===== src/rtl/tilemap_fetcher.sv =====
// Tilemap fetcher: per tile slot, fetches the VRAM entry and ROM line for layers A and B and
// presents them to the shift register. Optional late-fetch counter under TILEFETCH_LATECNT_EN.
module tilemap_fetcher #(
  parameter int unsigned VRAM_AW = 12,
  parameter int unsigned CODE_W  = 13
) (
  input  logic                i_EMU_MCLK,
  input  logic                i_EMU_MRST_n,
  input  logic                i_EMU_CLK6MPCEN_n,
  input  logic                i_ABS_1H,
  input  logic                i_ABS_2H,
  input  logic                i_ABS_n4H,
  input  logic [VRAM_AW-1:0]  i_A_TILEADDR,
  input  logic [VRAM_AW-1:0]  i_B_TILEADDR,
  input  logic [2:0]          i_ROW,
  output logic [VRAM_AW-1:0]  o_VRAM_ADDR,
  output logic                o_VRAM_RD,
  input  logic [15:0]         i_VRAM_DATA,
  input  logic                i_VRAM_ACK,
  output logic [CODE_W+2:0]   o_ROM_ADDR,
  output logic                o_ROM_RD,
  input  logic [31:0]         i_ROM_DATA,
  input  logic                i_ROM_ACK,
  output logic [31:0]         o_GFXDATA,
  output logic                o_AFF,
  output logic                o_BFF,
`ifdef TILEFETCH_LATECNT_EN
  output logic [15:0]         o_LATE_CNT,
`endif
  output logic                o_LATE
);

  typedef enum logic [1:0] {StIdle, StVrd, StRrd, StDrain} state_e;

  state_e               state_q, state_d;
  logic                 lyr_q, lyr_d;
  logic [VRAM_AW-1:0]   vaddr_q, vaddr_d;
  logic [2:0]           row_q, row_d;
  logic [CODE_W-1:0]    code_q, code_d;
  logic                 hf_q, hf_d;
  logic                 drain_rom_q, drain_rom_d;
  logic                 pend_q, pend_d;
  logic                 pend_lyr_q, pend_lyr_d;
  logic [VRAM_AW-1:0]   pend_addr_q, pend_addr_d;
  logic [2:0]           pend_row_q, pend_row_d;
  logic [31:0]          a_buf_q, a_buf_d, b_buf_q, b_buf_d;
  logic                 a_stage_q, a_stage_d, b_stage_q, b_stage_d;
  logic                 a_done_q, a_done_d, b_done_q, b_done_d;
  logic                 aff_q, aff_d, bff_q, bff_d;
  logic [31:0]          gfx_q, gfx_d;
  logic                 late_q, late_d;

  logic tick, px0, px3, px4, px7, start, start_lyr;
  logic [VRAM_AW-1:0] start_addr;
  logic free, rom_done, a_late, b_late;
  logic unused_vram_bit;

  assign unused_vram_bit = i_VRAM_DATA[15];

  assign tick       = ~i_EMU_CLK6MPCEN_n;
  assign px0        = tick & ~i_ABS_1H & ~i_ABS_2H &  i_ABS_n4H;
  assign px4        = tick & ~i_ABS_1H & ~i_ABS_2H & ~i_ABS_n4H;
  assign px3        = tick &  i_ABS_1H &  i_ABS_2H &  i_ABS_n4H;
  assign px7        = tick &  i_ABS_1H &  i_ABS_2H & ~i_ABS_n4H;
  assign start      = px0 | px4;
  assign start_lyr  = px4;
  assign start_addr = start_lyr ? i_B_TILEADDR : i_A_TILEADDR;

  // Fetch sequencer; "free" means no read is left in flight after this cycle.
  always_comb begin
    state_d     = state_q;
    lyr_d       = lyr_q;
    vaddr_d     = vaddr_q;
    row_d       = row_q;
    code_d      = code_q;
    hf_d        = hf_q;
    drain_rom_d = drain_rom_q;
    pend_d      = pend_q;
    pend_lyr_d  = pend_lyr_q;
    pend_addr_d = pend_addr_q;
    pend_row_d  = pend_row_q;
    free        = 1'b0;
    rom_done    = 1'b0;
    case (state_q)
      StIdle: free = 1'b1;
      StVrd: begin
        if (i_VRAM_ACK) begin
          code_d  = i_VRAM_DATA[CODE_W-1:0];
          hf_d    = i_VRAM_DATA[13];
          row_d   = row_q ^ {3{i_VRAM_DATA[14]}};
          state_d = StRrd;
          free    = 1'b1;
        end
      end
      StRrd: begin
        if (i_ROM_ACK) begin
          rom_done = 1'b1;
          state_d  = StIdle;
          free     = 1'b1;
        end
      end
      StDrain: begin
        if (drain_rom_q ? i_ROM_ACK : i_VRAM_ACK) begin
          state_d = StIdle;
          free    = 1'b1;
        end
      end
      default: state_d = StIdle;
    endcase

    if (start) begin
      if (free) begin
        state_d = StVrd;
        lyr_d   = start_lyr;
        vaddr_d = start_addr;
        row_d   = i_ROW;
        pend_d  = 1'b0;
      end else begin
        pend_d      = 1'b1;
        pend_lyr_d  = start_lyr;
        pend_addr_d = start_addr;
        pend_row_d  = i_ROW;
        if (state_q != StDrain) begin
          state_d     = StDrain;
          drain_rom_d = (state_q == StRrd);
        end
      end
    end else if (free && pend_q) begin
      state_d = StVrd;
      lyr_d   = pend_lyr_q;
      vaddr_d = pend_addr_q;
      row_d   = pend_row_q;
      pend_d  = 1'b0;
    end
  end

  // Line buffers, deadlines and flip staging.
  always_comb begin
    a_late    = px7 & ~a_done_q;
    b_late    = px3 & ~b_done_q;
    a_buf_d   = a_buf_q;
    b_buf_d   = b_buf_q;
    a_stage_d = a_stage_q;
    b_stage_d = b_stage_q;
    a_done_d  = a_done_q;
    b_done_d  = b_done_q;
    if (rom_done && !lyr_q && !a_late) begin
      a_buf_d   = i_ROM_DATA;
      a_stage_d = hf_q;
      a_done_d  = 1'b1;
    end
    if (rom_done && lyr_q && !b_late) begin
      b_buf_d   = i_ROM_DATA;
      b_stage_d = hf_q;
      b_done_d  = 1'b1;
    end
    if (px0) a_done_d = 1'b0;
    if (px4) b_done_d = 1'b0;
    if (a_late) begin
      a_buf_d  = '0;
      a_done_d = 1'b1;
    end
    if (b_late) begin
      b_buf_d  = '0;
      b_done_d = 1'b1;
    end
    aff_d  = px0 ? a_stage_q : aff_q;
    bff_d  = px4 ? b_stage_q : bff_q;
    gfx_d  = i_ABS_n4H ? b_buf_q : a_buf_q;
    late_d = a_late | b_late;
  end

  always_ff @(posedge i_EMU_MCLK or negedge i_EMU_MRST_n) begin
    if (!i_EMU_MRST_n) begin
      state_q     <= StIdle;
      lyr_q       <= 1'b0;
      vaddr_q     <= '0;
      row_q       <= '0;
      code_q      <= '0;
      hf_q        <= 1'b0;
      drain_rom_q <= 1'b0;
      pend_q      <= 1'b0;
      pend_lyr_q  <= 1'b0;
      pend_addr_q <= '0;
      pend_row_q  <= '0;
      a_buf_q     <= '0;
      b_buf_q     <= '0;
      a_stage_q   <= 1'b0;
      b_stage_q   <= 1'b0;
      // Nothing is owed after reset, so the first deadlines must not flag late.
      a_done_q    <= 1'b1;
      b_done_q    <= 1'b1;
      aff_q       <= 1'b0;
      bff_q       <= 1'b0;
      gfx_q       <= '0;
      late_q      <= 1'b0;
    end else begin
      state_q     <= state_d;
      lyr_q       <= lyr_d;
      vaddr_q     <= vaddr_d;
      row_q       <= row_d;
      code_q      <= code_d;
      hf_q        <= hf_d;
      drain_rom_q <= drain_rom_d;
      pend_q      <= pend_d;
      pend_lyr_q  <= pend_lyr_d;
      pend_addr_q <= pend_addr_d;
      pend_row_q  <= pend_row_d;
      a_buf_q     <= a_buf_d;
      b_buf_q     <= b_buf_d;
      a_stage_q   <= a_stage_d;
      b_stage_q   <= b_stage_d;
      a_done_q    <= a_done_d;
      b_done_q    <= b_done_d;
      aff_q       <= aff_d;
      bff_q       <= bff_d;
      gfx_q       <= gfx_d;
      late_q      <= late_d;
    end
  end

`ifdef TILEFETCH_LATECNT_EN
  logic [15:0] late_cnt_q;

  always_ff @(posedge i_EMU_MCLK or negedge i_EMU_MRST_n) begin
    if (!i_EMU_MRST_n) begin
      late_cnt_q <= '0;
    end else if (late_q && late_cnt_q != 16'hFFFF) begin
      late_cnt_q <= late_cnt_q + 16'd1;
    end
  end

  assign o_LATE_CNT = late_cnt_q;
`endif

  // Requests are decoded from state so an async reset drops them at once.
  assign o_VRAM_RD   = (state_q == StVrd) | ((state_q == StDrain) & ~drain_rom_q);
  assign o_ROM_RD    = (state_q == StRrd) | ((state_q == StDrain) &  drain_rom_q);
  assign o_VRAM_ADDR = vaddr_q;
  assign o_ROM_ADDR  = {code_q, row_q};
  assign o_GFXDATA   = gfx_q;
  assign o_AFF       = aff_q;
  assign o_BFF       = bff_q;
  assign o_LATE      = late_q;

endmodule

===== config.mk =====
export PLATFORM = sky130hd
export DESIGN_NAME = tilemap_fetcher
export DESIGN_NICKNAME = d
export VERILOG_FILES = /design/src/rtl/tilemap_fetcher.sv
export SDC_FILE = /design/constraint.sdc
export NUM_CORES = 1
export LEC_CHECK = 0
export ABC_AREA = 1
export ABC_CLOCK_PERIOD_IN_PS = 1400
export CAP_MARGIN = 20
export CORE_MARGIN = 5
export CORE_UTILIZATION = 40
export CTS_CLUSTER_SIZE = 16
export DETAILED_ROUTE_END_ITERATION = 12
export HOLD_SLACK_MARGIN = 0.1
export PLACE_DENSITY = 0.69
export REMOVE_ABC_BUFFERS = 1
export SLEW_MARGIN = 10
export SYNTH_ARGS = -nofsm -noshare
export SYNTH_HDL_FRONTEND = slang
export SYNTH_SLANG_ARGS = --single-unit

===== constraint.sdc =====
create_clock -name i_EMU_MCLK -period 1.4 [get_ports i_EMU_MCLK]
set_input_delay 0.42 -clock i_EMU_MCLK [delete_from_list [all_inputs] [get_ports i_EMU_MCLK]]
set_output_delay 0.42 -clock i_EMU_MCLK [all_outputs]
set_load 0.005 [all_outputs]

==> results of run 1 <==
==> registers in the layout, indices dropped and copies added, names as in the netlist <==
name	count
a_stage_q	1
o_LATE	1
a_buf_q	32
drain_rom_q	1
pend_q	1
b_stage_q	1
o_BFF	1
a_done_q	1
pend_addr_q	12
b_done_q	1
o_GFXDATA	32
b_buf_q	32
lyr_q	1
hf_q	1
o_AFF	1
row_q	3
pend_row_q	3
o_VRAM_ADDR	12
state_q	2
pend_lyr_q	1
code_q	13
==> area by class of cell <==
type	instances	area, µm²
Fill cell	1313	5752
Sequential cell	153	3831
Multi-Input combinational cell	466	2763
Timing Repair Buffer	242	2290
Clock buffer	20	456.7
Inverter	78	302.8
Tap cell	216	270.3
Clock inverter	12	162.7
==> logic make-up after synthesis <==
| kind of cell | count (synthesis) |
|---|---|
| AOI/OAI and AO/OA | 87 |
| buffers and inverters | 113 |
| DFF | 153 |
| muxes | 14 |
| and+or+nand+nor | 365 |
==> power by group through the flow <==
stage | clock (mW) | combinational (mW) | sequential, mW
final | 4.78 | 5.70 | 6.98
after global routing | 5.09 | 6.32 | 7.17
after global placement | 0 | 5.01 | 6.96
after floorplan | 0 | 2.10 | 6.93
after detailed placement | 0 | 5.11 | 6.98
after CTS | 4.88 | 5.21 | 6.92
==> routing by layer <==
layer | share of wire, % | global-route usage, % | vias up | wire [µm]
met2 | 52 | 33.08 | 117 | 9533
met4 | 1.1 | 5.375 | 0 | 198
met3 | 4.1 | 4.963 | 10 | 753
met1 | 43 | 24.98 | 2779 | 7891
met5 | 0 | 0 | - | 0
li1 | - | - | 2771 | -
==> synth_stat cells <==
cell        n  area [µm²]
buf_4       4       30.03
a21oi_1     4       20.02
buf_1       2       7.510
o21ai_0    61       305.3
nand2_4     1       11.26
clkbuf_1   14       52.55
nor2_4      2       22.52
nor2_2      2       12.51
o21ai_2     1       8.760
nand4_1    17       106.4
a21oi_2     1       8.760
inv_1      71       266.5
mux2_2     14       157.7
nand3_4     1       17.52
inv_2       6       22.52
nor2_1      7       26.28
clkinv_1    1       3.750
o21ai_1    20       100.1
nand3_1    57       285.3
nand2_1   275        1032
nand2_2     3       18.77
buf_2      15       75.07
dfrtp_1   151        3779
dfstp_2     2       52.55
==> stage by stage <==
stage               cell area [µm²]  setup WS [ns]  utilization [%]  hold slack, ns
floorplan                      6257        -0.9624                -          0.1244
global placement               8626        -0.4864            54.50          0.3695
detailed placement             8626        -0.5541            54.50          0.3684
CTS                            9633        -0.2065            60.86          0.4687
global route                  10080        -0.2949            63.66          0.4917
finish                        10080        -0.2223            63.66          0.4751
==> path summary, 6_finish.rpt <==
check                                 end         start  cells past startpoint  slack [ns]
max                            b_buf_q[8]    state_q[1]                      9       -0.22
min                        o_VRAM_ADDR[7]  i_EMU_MRST_n                      2        0.48
max reg2reg                    b_buf_q[8]    state_q[1]                      9       -0.22
min reg2reg                   a_buf_q[17]   a_buf_q[17]                      2        0.48
max in group asynchronous   o_GFXDATA[30]  i_EMU_MRST_n                      3        0.41
min in group i_EMU_MCLK       a_buf_q[17]   a_buf_q[17]                      2        0.48
==> timing repair <==
action,CTS,global route
endpoints found under the setup margin,170,134
hold buffers,1,0
resized for setup,403,99
pin swaps,35,32
hold endpoints to repair,27,0
setup buffers,19,12
gates cloned,6,4
==> results.md, run 1 <==
* Sequential Power Share at 39.9%
* Pin count of the biggest net entering global routing at 39
* Post-Synth XOR/XNOR Area at 0%
* # H-tree levels at 4
* Synth Instances at 732
* P&R area growth vs syn at 56.89%
* Ys Warns at 0
* Worst slew pin tran at 0.4349 ns
* CP max stage delay at 0.40 ns
* Detail Placement HPWL at 11,510 µm
* TritonCTS Sinks at 153
* Cell variety after synth at 24
* DRC Markers at 0
* Main combinational cell family by area after synthesis: simple AND/OR/NAND/NOR gates
* Initial Util at 40.58%
* Clk slew on worst S/H paths at 0.06 ns
* Root buffer cell: clkbuf_16
* VDD IR max at ~830 µV
* Core ar. at 15,830 µm²
* First-pass GRT wire length at 28,320 µm
* Adder-cell share of the synthesized area at 0%
* DR vias/cell at 4.783
* WP buf/inv at 4
* Rows at 46
* Seq/Total Area, Yosys at 59.65%
* Share of cells above drive strength 1 at 37.28%
* Pwr/cell area at roughly 1700 nW/µm²
* Slew margin rel. at 71.01%
* NetSw at 5.480 mW
* Initial antenna violation count at 0
* Syn_area_per_cell at 8.774 µm²
* # Max-Cap Violations at 0
* Worst skew pair latency at 0.42 ns
* Io pins at 148
* Clock Tree Buf Depth at 2
* Most frequent cells in the layout: nand2_1, dfrtp_1, clkdlybuf4s50_1, inv_1, buf_2
* RSZ-0062 raised after global routing: true
* TritonRoute pass-1 iters at 4
* Crit path max fanout at 8
* Sw Share at a little under a third
* Die area at 18,690 µm²
* Yosys reg bits at 153
* Drt total wl at 18,380 µm
* Hold Vio Cnt, Final at 0
* Final nets at around 1.0k
* Post-synthesis compound-gate area fraction at 6.897%
* Vias in the first global route at 5,591
* CP required at 1.74 ns
* RePlAce Congestion at 0.8298
* Setup violators final at 104
* Crit-path most repeated cell: buf_12
* Critical path's top delay family: buffers and inverters
* Die width at 136.7 µm
* Final Max Tran Viols at 0
* CTS Buf Count at 17
* Power Total at 17.46 mW
* Via count at roughly 5.7k
* Status: complete, but fails checks
* Violated checks: negative setup slack
* Mux cell area share after synthesis at 2.455%
* CP Launch Type: flip-flop
* P_int at around 12 mW
* DR WL/cell at 15.48 µm
* Cell breakdown of the critical path: inv_2 > buf_6 > nor2_4 > nand3_4 > a21oi_4 > buf_12 > buf_12 > nand2_4 > o21ai_2
* Peak Freq at 0.6164 GHz
* Period utilization at 115.9%
* Antenna Diode Count at 0
* Combinational share of power at 32.7%
* ANT nets after route at 0
* Placed insts at 1,122
* Worst Path Arrival at 1.96 ns
* Slowest CP cell: dfrtp_1
* CTS tree: yes
* Initial DRC count at 264
* Leakage at 5.150 nW
* Post-Route Setup TNS at -13.70 ns
* Total grt overflow at 0
* Min Clock Period, post-route at 1.622 ns
* Clock Power Share at between 20% and 30%
* Chip height at 136.7 µm
* Post-Syn Area at approximately 6400 µm²
* Final std cells w/o fill at about 1.2k
* Commonest non-fill, non-tap cell in the layout: nand2_1
* PnR worst setup slack at -0.2223 ns
* Tot GR Track Use at 19.56%
* Hold Path Class: in2async
* Setup crit end kind: flip-flop
* Worst Clk Skew at 0.009232 ns
* Port Buffers at 146
* Synth Area in Simple Gates at roughly a quarter
* Crit Path Category: reg2reg
Power figures use the tool's default switching activity.
==> run 2: changes to the inputs <==
--- a/config.mk
+++ b/config.mk
@@ -10,6 +10,7 @@
 export CAP_MARGIN = 20
 export CORE_MARGIN = 5
 export CORE_UTILIZATION = 40
+export CTS_BUF_LIST = sky130_fd_sc_hd__clkbuf_4
 export CTS_CLUSTER_SIZE = 16
 export DETAILED_ROUTE_END_ITERATION = 12
 export HOLD_SLACK_MARGIN = 0.1
==> constraint.sdc (replaced) <==
create_clock -name i_EMU_MCLK -period 1.4 [get_ports i_EMU_MCLK]
set_input_delay 0.42 -clock i_EMU_MCLK [delete_from_list [all_inputs] [get_ports i_EMU_MCLK]]
set_output_delay 0.42 -clock i_EMU_MCLK [all_outputs]
set_load 0.01 [all_outputs]
==> results.md, run 2 (synthesized netlist as in run 1, its figures left out) <==
* Core ar. at 15,830 µm² (unchanged)
* Die area at 18,690 µm² (unchanged)
* DRC Markers at 0 (unchanged)
* RePlAce Congestion at 0.8329 (+0.37%)
* Final nets at 1,051 (+0.96%)
* Slew margin rel. at 74.09% (+3.1 points)
* CP Launch Type: flip-flop
* Setup crit end kind: output pin
* Via count at 5,736 (+1.0%)
* DR vias/cell at 4.784 (about the same)
* FF-to-FF End: a_buf_q[14]
* Total grt overflow at 0 (unchanged)
* Root buffer cell: clkbuf_4
* Chip height at 136.7 µm (unchanged)
* Worst Path Arrival at 1.36 ns (-0.60 ns)
* Rows at 46 (unchanged)
* Violated checks: negative setup slack
* Period utilization at 127.3% (+11 points)
* CTS Buf Count at 17 (unchanged)
* Leakage at 5.087 nW (-1.2%)
* Pwr/cell area at 1623 nW/µm² (-6.4%)
* Io pins at 148 (unchanged)
* R2r setup slk at -0.34 ns (-0.12 ns)
* Initial Util at 40.58% (unchanged)
* Vias in the first global route at 5,647 (+1.0%)
* Min Clock Period, post-route at 1.783 ns (+0.1604 ns)
* P&R area growth vs syn at 55.62%
* # Max-Cap Violations at 0 (unchanged)
* CTS tree: yes
* First-pass GRT wire length at 28,480 µm (+0.56%)
* DR WL/cell at 15.48 µm (about the same)
* TritonRoute pass-1 iters at 5 (+1)
* Most frequent cells in the layout: nand2_1, dfrtp_1, clkdlybuf4s50_1, inv_1, nand2_2
* Worst r2r path cells at 11 (+2)
* VDD IR max at 1023 µV (+23%)
* Worst Hold Slack at 0.2758 ns (-0.1993 ns)
* Crit Path Category: reg2out
* Tot GR Track Use at 19.51% (-0.052 points)
* Die width at 136.7 µm (unchanged)
* Commonest non-fill, non-tap cell in the layout: nand2_1
* Hold Path Class: in2async
* Crit path max fanout at 3 (-5)
* Peak Freq at 0.5610 GHz (-9.0%)
* CP required at 0.98 ns (-0.76 ns)
* Initial antenna violation count at 1 (+1)
* Drt total wl at 18,560 µm (+0.98%)
* Clk slew on worst S/H paths at 0.13 ns (+0.07 ns)
* PnR worst setup slack at -0.3826 ns (-0.1604 ns)
* Hold Vio Cnt, Final at 0 (unchanged)
* Clock Tree Buf Depth at 2 (unchanged)
* Worst skew pair latency at 0.55 ns (+0.13 ns)
* TritonCTS Sinks at 153 (unchanged)
* Share of cells above drive strength 1 at 38.33% (+1.0 points)
* ANT nets after route at 0 (unchanged)
* RSZ-0062 raised after global routing: true
* # H-tree levels at 4 (unchanged)
* Worst Clk Skew at 0.01827 ns (+0.009041 ns)
* Initial DRC count at 244 (-7.6%)
* Post-Route Setup TNS at -34.78 ns (-21.07 ns)
* Port Buffers at 146 (unchanged)
* Reg2reg start: state_q[1]
* Detail Placement HPWL at 11,490 µm (-0.21%)
* Worst slew pin tran at 0.3886 ns (-0.04630 ns)
* Pin count of the biggest net entering global routing at 54 (+38%)
* Setup violators final at 177 (+70%)
* Final Max Tran Viols at 0 (unchanged)
* Status: complete, but fails checks
run 2: metrics by stage:
stage	std cells	setup WS, ns	area (µm²)	total power, mW	util (%)
detailed placement	1118	-0.5495	8583	12.38	54.23
global route	1198	-0.4929	9992	17.33	63.13
global placement	1118	-0.5031	8583	12.24	54.23
floorplan	697	-0.9624	6257	9.320	-
CTS	1177	-0.3787	9437	15.48	59.62
finish	1199	-0.3826	9995	16.22	63.15
run 2: worst max-delay path by stage:
stage | startpoint | end | depth (start not counted)
after detailed placement | i_EMU_CLK6MPCEN_n | b_buf_q[15] | 8
after global placement | i_ABS_2H | a_buf_q[1] | 10
after floorplan | i_ABS_2H | drain_rom_q | 7
after CTS | drain_rom_q | o_ROM_RD | 3
final | state_q[1] | o_ROM_RD | 3
after global routing | drain_rom_q | o_ROM_RD | 3
run 2: worst max-delay path, cell delays in order, from the launching register on:
cell and delay, ns:
dfrtp_1 0.45, inv_2 0.07, a21oi_2 0.14, buf_2 0.16
run 2: layout make-up:
cell class / count / area, µm²
Fill cell: 1304 / 5833
Sequential cell: 153 / 3831
Multi-Input combinational cell: 466 / 2776
Timing Repair Buffer: 252 / 2534
Inverter: 78 / 307.8
Tap cell: 216 / 270.3
Clock buffer: 19 / 142.6
Clock inverter: 13 / 127.6
Antenna cell: 2 / 5.005
run 2: power breakdown:
group          leakage [nW]  internal [mW]  switching [mW]  total [mW]
Sequential             1.97           6.12           0.911        7.03
Clock                 0.136           1.08            1.57        2.66
Combinational          2.98           3.35            3.18        6.53
Total                  5.09           10.6            5.66        16.2
run 2: timing repair:
action                                  in CTS  in global routing
pin swaps                                   30                 22
endpoints found under the hold margin      151                  0
hold buffers                                 1                  0
resized for setup                          412                116
cloned                                       8                  4
buffers inserted                            19                 20
endpoints found under the setup margin     173                183
run 2: metal layers:
layer | GRT usage (%) | up-vias | wire length, µm | part of all wire [%]
met2 | 32.42 | 127 | 9446 | 51
met5 | 0 | - | 0 | 0
met4 | 5.935 | 0 | 388 | 2.1
met3 | 4.485 | 31 | 804 | 4.3
met1 | 25.47 | 2779 | 7916 | 43
li1 | - | 2799 | - | -
==> run 3: changes to the inputs <==
--- a/config.mk
+++ b/config.mk
@@ -13,7 +13,7 @@
 export CTS_BUF_LIST = sky130_fd_sc_hd__clkbuf_4
 export CTS_CLUSTER_SIZE = 16
 export DETAILED_ROUTE_END_ITERATION = 12
-export HOLD_SLACK_MARGIN = 0.1
+export HOLD_SLACK_MARGIN = 0.15
 export PLACE_DENSITY = 0.69
 export REMOVE_ABC_BUFFERS = 1
 export SLEW_MARGIN = 10
==> results of run 3 <==
No change in the layout: final DEF, timing and power equal those of run 2.
